--- src/rtl/stat_resp_compactor.sv ---
`default_nettype none
// ============================================================================
// Module   : stat_resp_compactor
// Purpose  : 32-bit MISR that compacts a counted run of response vectors
//            into a single signature.
// Revision : 1.0 - initial release
// ============================================================================
module stat_resp_compactor #(
    parameter logic [31:0] POLY = 32'h04C11DB7,
    parameter logic [31:0] SEED = 32'hFFFFFFFF
) (
    input  logic        clk,
    input  logic        rst_n,
    input  logic        start,
    input  logic [15:0] vec_count,
    input  logic        resp_valid,
    input  logic [31:0] resp_data,
    output logic        resp_ready,
    output logic        busy,
    output logic        done,
    output logic        sig_valid,
    output logic [31:0] sig
);

    typedef enum logic [1:0] {
        IDLE = 2'd0,
        RUN  = 2'd1,
        FIN  = 2'd2
    } state_t;

    state_t      r_state;
    state_t      w_next_state;
    logic [31:0] r_sig;
    logic [31:0] w_sig_next;
    logic [15:0] r_remain;
    logic [15:0] w_remain_next;
    logic        r_sig_valid;
    logic        w_sig_valid_next;
    logic        w_accept;
    logic [31:0] w_misr;

    assign w_accept = (r_state == RUN) && resp_valid;
    assign w_misr   = {r_sig[30:0], 1'b0} ^ (r_sig[31] ? POLY : 32'h0) ^ resp_data;

    always_ff @(posedge clk) begin
        if (!rst_n) begin
            r_state     <= IDLE;
            r_sig       <= SEED;
            r_remain    <= 16'd0;
            r_sig_valid <= 1'b0;
        end else begin
            r_state     <= w_next_state;
            r_sig       <= w_sig_next;
            r_remain    <= w_remain_next;
            r_sig_valid <= w_sig_valid_next;
        end
    end

    always_comb begin
        w_next_state     = r_state;
        w_sig_next       = r_sig;
        w_remain_next    = r_remain;
        w_sig_valid_next = r_sig_valid;
        case (r_state)
            IDLE: begin
                if (start) begin
                    w_sig_next       = SEED;
                    w_remain_next    = vec_count;
                    w_sig_valid_next = 1'b0;
                    w_next_state     = (vec_count != 16'd0) ? RUN : FIN;
                end
            end
            RUN: begin
                // RUN is only entered with a nonzero count, so remain never wraps.
                if (w_accept) begin
                    w_sig_next    = w_misr;
                    w_remain_next = r_remain - 16'd1;
                    if (r_remain == 16'd1) begin
                        w_next_state = FIN;
                    end
                end
            end
            FIN: begin
                w_sig_valid_next = 1'b1;
                w_next_state     = IDLE;
            end
            default: begin
                w_next_state = IDLE;
            end
        endcase
    end

    assign resp_ready = (r_state == RUN);
    assign busy       = (r_state != IDLE);
    assign done       = (r_state == FIN);
    assign sig_valid  = r_sig_valid;
    assign sig        = r_sig;

endmodule
`default_nettype wire

--- config.mk ---
export PLATFORM = sky130hd
export DESIGN_NAME = stat_resp_compactor
export DESIGN_NICKNAME = d
export VERILOG_FILES = /design/src/rtl/stat_resp_compactor.sv
export SDC_FILE = /design/constraint.sdc
export NUM_CORES = 1
export LEC_CHECK = 0
export BUFFER_PORTS_ARGS = -buffer_cell sky130_fd_sc_hd__buf_2
export CORE_MARGIN = 3
export CORE_UTILIZATION = 51
export DETAILED_ROUTE_END_ITERATION = 12
export PLACE_DENSITY = 0.9
export SLEW_MARGIN = 0
export SYNTH_ARGS = -nofsm -noshare
export SYNTH_HDL_FRONTEND = slang
export SYNTH_SLANG_ARGS = --single-unit
--- constraint.sdc ---
create_clock -name clk -period 1.87 [get_ports clk]
set_input_delay 0.374 -clock clk [delete_from_list [all_inputs] [get_ports clk]]
set_output_delay 0.374 -clock clk [all_outputs]
set_load 0.05 [all_outputs]
==> results.ini <==
[layout]
fin_util=0.660
multi_input_area_mm2=0.00164
diodes=0
drive_gt1_frac=0.275
stdcell_area_mm2=0.00343
mostFrequentLayoutCell=buf_2
layout_common_cells=87 x buf_2, 51 x dfxtp_1, 41 x o21ai_0, 39 x nor2_1, 39 x nor3_1
area_growth_syn_to_layout_pct=23.0
num-nets-final=485
fillers=462
instances_no_fill=502
seqCellArea_mm2=0.00102

[route]
wl_met2_um=3510
wl_per_cell_um=14.7
vias_per_cell=5.74
drtPass1Iterations=4
drc=0
dr_wl_met3_um=531
drt_iter0_drc=231
ant_nets=0
top_layer_used=met4
routedLengthMet1_um=3300
via_count=2879
wl_um=7400

[clocking]
cts_buffers=5
cts_buffer_depth=2
clk_latency_ps=310
clk_pin_slew_ps=90
cts_root_buffer=clkbuf_8
holdBufCountCts=0
post_cts_resize_count=0
cts.sinks=51
htreeDepth=2
cts_setup_buffers=0
tritoncts=built

[pwr]
clkPwrFrac=0.227
p_int_uw=1810
swShare=0.366
leakagePower_uw=0.00133
power_frac_comb=0.328
pwr_density_cell_mw_per_mm2=831
seqPwrFrac=0.444
power.switching_uw=1050
total_power_uw=2850
vdd_drop_max_mv=0.519

[synth]
ys.flop_type=dfxtp_1
avgSynthCellArea_um2=8.02
ys_ff_latch=51
synthArstFlopShare=0
netlist_instances=348
ys_types=49
synth-seq-area-share=0.366
ys_warn_count=0
synth_area_leaders=dfxtp_1 37%, xnor2_1 8.2%, o21ai_0 7.4%
synth_top_area_frac=0.366
syn-num-nets=402
synth.cell_area_mm2=0.00279
synth_edf_count=0
yosysTopAreaCell=dfxtp_1

[run_status]
status=finished clean

[floorplan]
core_region_area_mm2=0.00520
die_h_um=80.0
dieArea_mm2=0.00639
rows=26
dieWidth_um=80.0
initial_core_util=0.536
io_pins=88

[sta]
worstMarginPinSlew_ps=517
rsz0062_at_grt=false
period_share=0.949
fmax_mhz=564
drv_slew=0
setup_viol=0
max-slew-margin-rel=0.652
hold_viol=0
tns_ps=0
clock-skew-final_ps=13.4
layout_min_cycle_time_ps=1770

[worst_setup_path]
crit_required_ps=1500
worstSetupPathType=reg -> out
slowest_delay_ps=370
slowest_stage=dfxtp_1
worstSetupEndpointType=output pin
crit_fanout=10
cp-start-kind=flop
cp_cell_sequence=buf_4 > or2_2 > buf_2
cp_data_arrival_time_ps=1400

[grt]
grt_pass1_vias=2593
antenna_found_initial=0
grt_overflow_total=0
grt_util_all_layers=0.236
grt_max_degree=51
grt_pass1_wl_um=12200

[placed_design]
port_buffers=87
dp_hpwl_um=5340
placed_cells=494
postPlaceCellArea_mm2=0.00334
gp_congestion=0.943

[worst_hold_path]
hold_path.class=in -> reg

[flow_run]
max_cap_violations=0

[logic make-up (layout without fill, tap and decap cells)]
group / after synthesis / in the layout / share of synthesized area
flops: 51 / 51 / 0.366
compound gates: 85 / 85 / 0.192
buf+inv: 31 / 115 / 0.0471
fa+ha+maj: 2 / 2 / 0.00897
mux: 3 / 3 / 0.0121
xor+xnor: 46 / 46 / 0.144
simple gates: 130 / 130 / 0.229
[critical path: cells and delay by family (launching register included)]
| family | cells | cell delay [ps] |
|---|---|---|
| simple gates | 1 | 310 |
| buf+inv | 2 | 410 |
| flops | 1 | 370 |
[flip-flops by register name (all words and copies together) (netlist names)]
register / count
r_remain: 16
r_state: 2
sig: 32
sig_valid: 1
[power by group through the flow]
stage / combinational, µW / clock [µW] / sequential [µW]
2_1_floorplan: 539 / 0 / 1380
3_3_place_gp: 907 / 0 / 1280
3_5_place_dp: 929 / 0 / 1290
4_1_cts: 932 / 656 / 1260
5_1_grt: 1020 / 696 / 1280
6_report: 937 / 649 / 1270
[worst paths after layout]
check | from | endpoint | depth (start not counted) | slack, ps
max | r_state[0] | busy | 3 | 100
min | resp_valid | r_remain[14] | 2 | 340
max reg2reg | r_state[0] | r_remain[7] | 5 | 260
min reg2reg | sig_valid | sig_valid | 2 | 540
[stage by stage]
stage / hold WS, ps / setup slack (ps)
after floorplan: 475 / 104
after global placement: 488 / 302
after detailed placement: 518 / 268
after CTS: 334 / 104
after global routing: 359 / 22.9
final: 344 / 95.5
[cell usage after synthesis (2+ instances only)]
library cell  instances
nor3_1               39
nand3b_1              2
mux2i_1               2
nand2_1              14
nor2b_1               3
xnor2_1              26
a21oi_1              10
o21ai_0              41
o221a_2               5
ha_1                  2
o22a_1                4
nor4_1                9
nand4_1               5
xor2_1               20
dfxtp_1              51
buf_2                 9
nand3_1               6
nor2_1               40
o211ai_1              4
clkbuf_1             17
a31oi_1               6
inv_1                 4
nand2b_1              3
[final cells by class]
| type | count | share of cell area |
|---|---|---|
| tap | 70 | 0.0255 |
| timing repair buffer | 103 | 0.169 |
| clock inverter | 2 | 0.00474 |
| multi-input combinational | 266 | 0.478 |
| sequential | 51 | 0.297 |
| clock buffer | 6 | 0.0211 |
| inverter | 4 | 0.00437 |
[metal layers]
metal  vias to the layer above  global-route usage
li1                       1400                   -
met1                      1359               0.323
met2                       115               0.380
met3                         5              0.0418
met4                         0              0.0659
met5                         -                   0
(Power assumes the default switching activity.)
